### src/rtl/store_buffer_pkg.sv
// Store buffer shared constants and entry type.
// Defaults match a 1 KiB word-addressed data memory.
package store_buffer_pkg;

  localparam int ADDR_WIDTH = 10;
  localparam int DATA_WIDTH = 32;
  localparam int SB_DEPTH   = 4;

  typedef struct packed {
    logic [ADDR_WIDTH-3:0] waddr;
    logic [DATA_WIDTH-1:0] data;
  } sb_entry_t;

endpackage

### src/rtl/sb_fwd_match.sv
// Youngest-first match of a load word address against live buffer entries.
// Used by store_buffer only when STORE_FWD_EN is defined.
module sb_fwd_match #(
  parameter int AW    = 8,
  parameter int DEPTH = 4
) (
  input  logic [DEPTH-1:0][AW-1:0]   waddrs,
  input  logic [$clog2(DEPTH)-1:0]   head,
  input  logic [$clog2(DEPTH+1)-1:0] count,
  input  logic [AW-1:0]              key,
  output logic                       hit,
  output logic [$clog2(DEPTH)-1:0]   idx
);

  localparam int PW = $clog2(DEPTH);
  localparam int CW = $clog2(DEPTH + 1);

  logic [PW-1:0] p;

  // Walk oldest to youngest so the last hit wins.
  always_comb begin
    hit = 1'b0;
    idx = head;
    p   = head;
    for (int k = 0; k < DEPTH; k++) begin
      p = head + PW'(k);
      if ((CW'(k) < count) && (waddrs[p] == key)) begin
        hit = 1'b1;
        idx = p;
      end
    end
  end

endmodule

### src/rtl/store_buffer.sv
// Circular store buffer in front of a single-port data memory.
// Define STORE_FWD_EN to forward buffered data to matching loads.
module store_buffer
  import store_buffer_pkg::*;
#(
  parameter int addressWidth = ADDR_WIDTH,
  parameter int dataWidth    = DATA_WIDTH,
  parameter int DEPTH        = SB_DEPTH
) (
  input  logic                    clk,
  input  logic                    rst,
  input  logic                    cpu_we,
  input  logic [addressWidth-1:0] cpu_addr,
  input  logic [dataWidth-1:0]    cpu_wd,
  output logic                    cpu_stall,
  input  logic                    ld_req,
  input  logic [addressWidth-1:0] ld_addr,
  output logic [dataWidth-1:0]    ld_data,
  output logic                    ld_stall,
  output logic                    mem_WE,
  output logic [addressWidth-1:0] mem_Address,
  output logic [dataWidth-1:0]    mem_WD,
  input  logic [dataWidth-1:0]    mem_RD,
  output logic                    empty
);

  localparam int AW = addressWidth - 2;
  localparam int PW = $clog2(DEPTH);
  localparam int CW = $clog2(DEPTH + 1);

  logic [DEPTH-1:0][AW-1:0]        waddr_q;
  logic [DEPTH-1:0][dataWidth-1:0] data_q;
  logic [PW-1:0]                   head;
  logic [PW-1:0]                   tail;
  logic [CW-1:0]                   count;
  logic [AW-1:0]                   ld_waddr;
  logic                            match;
  logic                            ld_port;
  logic                            pop;
  logic                            accept;
  logic                            unused_bits;

  assign ld_waddr    = ld_addr[addressWidth-1:2];
  assign unused_bits = ^{cpu_addr[1:0], ld_addr[1:0]};

`ifdef STORE_FWD_EN
  logic [PW-1:0] match_idx;

  sb_fwd_match #(
    .AW    (AW),
    .DEPTH (DEPTH)
  ) u_match (
    .waddrs (waddr_q),
    .head   (head),
    .count  (count),
    .key    (ld_waddr),
    .hit    (match),
    .idx    (match_idx)
  );

  assign ld_data  = match ? data_q[match_idx] : mem_RD;
  assign ld_stall = 1'b0;
`else
  always_comb begin
    match = 1'b0;
    for (int k = 0; k < DEPTH; k++) begin
      if ((CW'(k) < count) &&
          (waddr_q[head + PW'(k)] == ld_waddr))
        match = 1'b1;
    end
  end

  assign ld_data  = mem_RD;
  assign ld_stall = ld_req && match;
`endif

  // A load only takes the port when the buffer cannot answer it.
  assign ld_port   = ld_req && !match;
  assign pop       = !ld_port && (count != '0);
  assign accept    = cpu_we && ((count != CW'(DEPTH)) || pop);
  assign cpu_stall = cpu_we && !accept;
  assign empty     = (count == '0);

  assign mem_WE      = pop;
  assign mem_Address = ld_port ? {ld_waddr, 2'b00}
                               : {waddr_q[head], 2'b00};
  assign mem_WD      = data_q[head];

  always_ff @(posedge clk or posedge rst) begin
    if (rst) begin
      head  <= '0;
      tail  <= '0;
      count <= '0;
    end else begin
      if (pop)    head <= head + PW'(1);
      if (accept) tail <= tail + PW'(1);
      unique case ({accept, pop})
        2'b10:   count <= count + CW'(1);
        2'b01:   count <= count - CW'(1);
        default: count <= count;
      endcase
    end
  end

  // Entry storage is not reset; count alone decides what is live.
  always_ff @(posedge clk) begin
    if (accept) begin
      waddr_q[tail] <= cpu_addr[addressWidth-1:2];
      data_q[tail]  <= cpu_wd;
    end
  end

endmodule

### config.mk
export PLATFORM = sky130hd
export DESIGN_NAME = store_buffer
export DESIGN_NICKNAME = d
export VERILOG_FILES = /design/src/rtl/store_buffer_pkg.sv /design/src/rtl/sb_fwd_match.sv /design/src/rtl/store_buffer.sv
export SDC_FILE = /design/constraint.sdc
export NUM_CORES = 1
export LEC_CHECK = 0
export ABC_AREA = 1
export ABC_CLOCK_PERIOD_IN_PS = 10300
export BUFFER_PORTS_ARGS = -buffer_cell sky130_fd_sc_hd__clkbuf_2
export CAP_MARGIN = 20
export CORE_MARGIN = 4
export CORE_UTILIZATION = 59
export DETAILED_ROUTE_END_ITERATION = 12
export GPL_ROUTABILITY_DRIVEN = 0
export GPL_TIMING_DRIVEN = 0
export PLACE_DENSITY = 0.85
export SKIP_LAST_GASP = 1
export SLEW_MARGIN = 5
export SYNTH_ARGS = -nofsm -noshare
export SYNTH_HDL_FRONTEND = slang
export SYNTH_SLANG_ARGS = --single-unit
export TNS_END_PERCENT = 100
### constraint.sdc
create_clock -name clk -period 10.3 [get_ports clk]
set_input_delay 1.545 -clock clk [delete_from_list [all_inputs] [get_ports clk]]
set_output_delay 1.545 -clock clk [all_outputs]
set_load 0.1 [all_outputs]
Word-level counts from Yosys, hierarchy flattened

Index checks and enable logic that the tools add are counted.

Flip-flop bits (word level): 167
Bits of input ports: 88
Output and inout bits: 78
Logic and storage cells: 73

$add $sub $neg: 6
Order comparisons: 10
Equality and inequality tests: 7
Muxes and demuxes: 22
Reduce and logical (&&, ||, !) cells: 17

Operators by type and width:

| cell                | number |
|---|---|
| $bwmux 128          | 1 |
| $bmux 32 s2         | 1 |
| $bmux 8 s2          | 4 |
| $demux 32 s2        | 1 |
| $mux 32             | 2 |
| $mux 8              | 5 |
| $bwmux 32           | 1 |
| $eq 8x8->1          | 4 |
| $demux 8 s2         | 1 |
| $lt 2x3->1 const B  | 5 |
| $logic_and 1x1->1   | 10 |
| $mux 10             | 1 |
| $lt 1x3->1 const A  | 2 |
| $lt 2x3->1 const A  | 2 |
| $pmux 3 s2          | 1 |
| $add 2x1->2 const B | 2 |
| $add 2x2->2 const B | 2 |
| $mux 1              | 4 |
| $add 3x1->3 const B | 1 |
| $logic_not 1->1     | 3 |
| $logic_not 3->1     | 1 |
| $ne 3x3->1 const B  | 1 |
| $reduce_bool 3->1   | 1 |
| $sub 3x1->3 const B | 1 |
| 5 further kinds     | 5 |

Longest topological paths before layout

Depth after elaboration: 16
Gate-level depth with buffers: 22
Gate-level depth less buffers: 20

Worst setup path after synthesis

No wires, ideal clock.

Path kind: input port to output port
From: input ld_addr[3]
To: output ld_stall
Arrival: 4.286 ns
Required time: 8.755 ns
Setup slack: 4.469 ns
Stages on the path: 8
Buffers on the path: 0
Cell sequence: inv_1 > nand3_1 > nand2_1 > nor2_1 > nand3_1 > nor2_1 > nor2_4 > a21boi_0

Cells in the longest elaborated chain, start to end: 7
Elaborated cells between the ends (all ways): 13
Those cells by class: eq/ne: 4; mux: 4; reduce/logical: 5

Ends and longest elaborated chain:

| what                 | line               | source |
|---|---|---|
| start: declaration   | store_buffer.sv:17 | `input logic [addressWidth-1:0] ld_addr,` |
| $eq 8x8->1           | store_buffer.sv:68 | `(waddr_q[head + PW'(k)] == ld_waddr))` |
| $logic_and 1x1->1    | store_buffer.sv:67 | `if ((CW'(k) < count) &&` |
| $mux 1 (3 in series) | store_buffer.sv:67 |  |
| $mux 1 *             | store_buffer.sv:67 |  |
| $logic_and 1x1->1 *  | store_buffer.sv:74 | `assign ld_stall = ld_req && match;` |
| end: declaration     | store_buffer.sv:19 | `output logic ld_stall,` |

Mark *: on every way between the ends. The rest lies on a longest branch, timed or not.

Final worst setup path

From: input ld_addr[2]
To: output mem_Address[8]

Cells in the longest elaborated chain, start to end: 9
Elaborated cells between the ends (all ways): 15
Those cells by class: eq/ne: 4; mux: 5; reduce/logical: 6

Ends and longest elaborated chain:

| what                 | line               | source |
|---|---|---|
| $eq 8x8->1           | store_buffer.sv:68 |  |
| $logic_and 1x1->1    | store_buffer.sv:67 |  |
| $mux 1 (3 in series) | store_buffer.sv:67 |  |
| $mux 1 *             | store_buffer.sv:67 |  |
| $logic_not 1->1 *    | store_buffer.sv:78 | `assign ld_port = ld_req && !match;` |
| $logic_and 1x1->1 *  | store_buffer.sv:78 |  |
| $mux 10 *            | store_buffer.sv:85 | `assign mem_Address = ld_port ? {ld_waddr, 2'b00}` |
| end: declaration     | store_buffer.sv:21 | `output logic [addressWidth-1:0] mem_Address,` |

Marked as above.

==> summary.md <==
| Metric | Value |
|---|---|
| Total wire length | around 20000 um |
| Die X-Extent | 124.2 um |
| Unrepaired setup endpoints after global routing | no |
| Syn Std Cell Area | between 7000 and 8000 um2 |
| Fin Clk Skew | roughly 0.011 ns |
| Clock root buffer | clkbuf_16 |
| Post-DRT Antenna Nets | 0 |
| CTS HTree Levels | 4 |
| Area growth syn-to-layout | 19.68% |
| Die Area | roughly 15000 um2 |
| Fin crit share | around 48% |
| Initial antenna violation count | 1 |
| Tmin final | around 5 ns |
| RR Startpoint | head[1]$_DFFE_PP0P_ |
| Reg2Reg Setup Slack | slightly below 7 ns |
| Final hold violations | 0 |
| Max-cap violations | 0 |
| CP endpoint kind | primary output |
| Skew-Pair Late Insertion Delay | around 0.42 ns |
| Max Clock Freq | between 0.2 and 0.25 GHz |
| Drt via density | between 5 and 6 |
| CTS tree | built |
| Synth Warn # | 0 |
| PostCTS Resize Cnt | 0 |
| Slew headroom | 51.13% |
| First-pass GRT wire length | a little over 30000 um |
| Setup violations, final | 0 |
| Initial Util | ~60% |
| Drt first pass iters | 6 |
| Setup Fix Bufs, Post-CTS | 0 |
| GRT overflow | 0 |
| Vias in the first global route | 6039 |
| Hold Crit Class | reg -> reg |
| CP startpoint | ld_addr[2] |
| Clock Sink Count | between 150 and 200 |
| Total core area | between 10000 and 15000 um2 |
| # port buffers | between 100 and 150 |
| Max Slew Vio Count | 0 |
| Syn avg cell area | between 10 and 15 um2 |
| Critical R2R Capture | data_q[71]$_DFFE_PP_ |
| DRC | 0 |
| Starting DRT DRC Count | 664 |
| Crit Path Class | in -> out |
| Crit path DAT | 3.38 ns |
| Worst setup SP type | input port |
| Die Y | approximately 120 um |
| Tot GR Track Use | 24.99% |
| Routed via count | roughly 6400 |
| Final #Nets | around 1000 |
| IO Pins | 166 |
| Post-synthesis sequential area ratio | between 60% and 70% |
| Worst Max-Slew Pin Slew | roughly 0.73 ns |
| Setup TNS | 0 ns |
| Final HPWL from detailed placement | roughly 13000 um |
| Post-CTS Hold Buffers | 0 |
| Clk slew on worst S/H paths | ~0.070 ns |
| CTS buffer count | 17 |
| Wirelength per Cell | 17.54 um |
| FF-to-FF path depth | 15 |
| Worst EP required | around 9 ns |
| Yosys cell types | 30 |
| Crit path capture | mem_Address[8] |
| Share of cells above drive strength 1 | a little under a quarter |
| Clock Tree Buf Depth | 2 |
| Row count | 42 |
| Maximum net fanout on the critical path | 10 |
| Largest net degree at the start of global routing | 30 |
| Status | finished, final reports clean |
| Synth Instances | just under 800 |
| FF+latch count, synth | between 150 and 200 |
-- area by class of cell --
cell class / count / area [um2]
multi-input combinational: 497 / 2414
buffer: 70 / 444.2
sequential: 167 / 4980
tap: 176 / 220.2
clock inverter: 15 / 163.9
antenna: 1 / 2.502
inverter: 45 / 168.9
timing repair buffer: 131 / 723.2
clock buffer: 17 / 425.4
fill: 945 / 3701
-- sequential cells by signal (all words and copies together) (netlist names) --
register,flops
tail,2
count,3
data_q,128
waddr_q,32
head,2
-- how the worst min path moves through the flow --
stage | startpoint | end | slack [ns] | cells after the start
2_1_floorplan | tail[1]$_DFFE_PP0P_ | tail[1]$_DFFE_PP0P_ | 0.49 | 2
3_3_place_gp | tail[1]$_DFFE_PP0P_ | tail[1]$_DFFE_PP0P_ | 0.52 | 2
3_5_place_dp | count[0]$_DFFE_PP0P_ | count[0]$_DFFE_PP0P_ | 0.53 | 1
4_1_cts | count[0]$_DFFE_PP0P_ | count[0]$_DFFE_PP0P_ | 0.55 | 1
5_1_grt | tail[1]$_DFFE_PP0P_ | tail[1]$_DFFE_PP0P_ | 0.57 | 2
6_report | count[0]$_DFFE_PP0P_ | count[0]$_DFFE_PP0P_ | 0.55 | 1
-- cell usage after synthesis --
| cell | n | share of area (%) |
|---|---|---|
| o21ai_1 | 5 | 0.31 |
| nand3_1 | 162 | 10 |
| a22oi_1 | 32 | 3.0 |
| inv_2 | 2 | 0.094 |
| xnor2_1 | 2 | 0.22 |
| o211ai_1 | 4 | 0.38 |
| buf_2 | 10 | 0.63 |
| nand3_4 | 1 | 0.22 |
| conb_1 | 1 | 0.047 |
| buf_1 | 6 | 0.28 |
| or2_0 | 1 | 0.079 |
| edfxtp_1 | 160 | 60 |
| buf_4 | 37 | 3.5 |
| nor2_2 | 1 | 0.079 |
| a21boi_1 | 1 | 0.094 |
| nand2_2 | 2 | 0.16 |
| dfrtp_1 | 7 | 2.2 |
| a21boi_0 | 1 | 0.094 |
| nor2_4 | 1 | 0.14 |
| o21ai_0 | 8 | 0.50 |
| nand2_1 | 213 | 10 |
| nand3b_1 | 1 | 0.094 |
| xor2_1 | 3 | 0.33 |
| inv_1 | 43 | 2.0 |
| ha_1 | 9 | 1.4 |
| nor2_1 | 35 | 1.6 |
| clkbuf_1 | 13 | 0.61 |
| a21oi_1 | 12 | 0.75 |
| nand4_1 | 1 | 0.079 |
| buf_6 | 4 | 0.56 |
-- critical path: stages --
cell	delay, ns
clkbuf_2	0.18
inv_1	0.11
nand3_1	0.09
nand2_1	0.06
nor2_1	0.12
nand3_1	0.11
nor2_1	0.19
nor2_4	0.08
nand3_4	0.11
buf_6	0.15
nor2_1	0.04
a21oi_1	0.12
clkbuf_2	0.47
-- per-layer routing --
metal	vias to the layer above	routed length (um)	part of all wire [%]	track usage [%]
met5	-	0	0	1.961
li1	2983	-	-	-
met1	2928	7171	37	30.20
met3	51	2295	12	6.529
met2	431	9606	49	42.18
met4	0	559	2.8	10.96
-- cell usage in the layout, fill, tap and decap left out, drive strengths merged --
cell type / instances
conb: 2
ha: 9
xor2: 3
a21boi: 2
nand3b: 1
nand2: 215
inv: 52
nor2: 37
clkbuf: 157
buf: 61
diode: 1
dfrtp: 7
nand4: 1
clkinvlp: 2
nand3: 163
bufinv: 1
a21oi: 12
a22oi: 32
clkinv: 5
xnor2: 2
o211ai: 4
edfxtp: 160
o21ai: 13
or2: 1
-- cells by family (layout without fill, tap and decap cells) --
kind of cell	count (synthesis)	count (layout)	share of synthesized area [%]
compound gates	63	63	5.148
xor+xnor	5	5	0.5494
fa+ha+maj	9	9	1.412
buf+inv	115	278	7.690
flops	167	167	62.46
other cells	1	3	0.04704
simple gates	418	418	22.69
-- metrics by stage --
step	util [%]	worst slack, ns	cell area [um2]	hold WS (ns)	cells
CTS	72.03	5.413	9539	0.5479	1118
floorplan	-	4.469	7976	0.4923	779
detailed placement	67.58	5.418	8950	0.5338	1086
finish	72.05	5.375	9542	0.5459	1119
global placement	66.70	4.002	8832	0.5165	1082
global route	72.05	5.206	9542	0.5682	1119
Power is left out: the tool's default activity adds up to more than one toggle a clock period on the data nets, which glitch-free logic cannot reach.
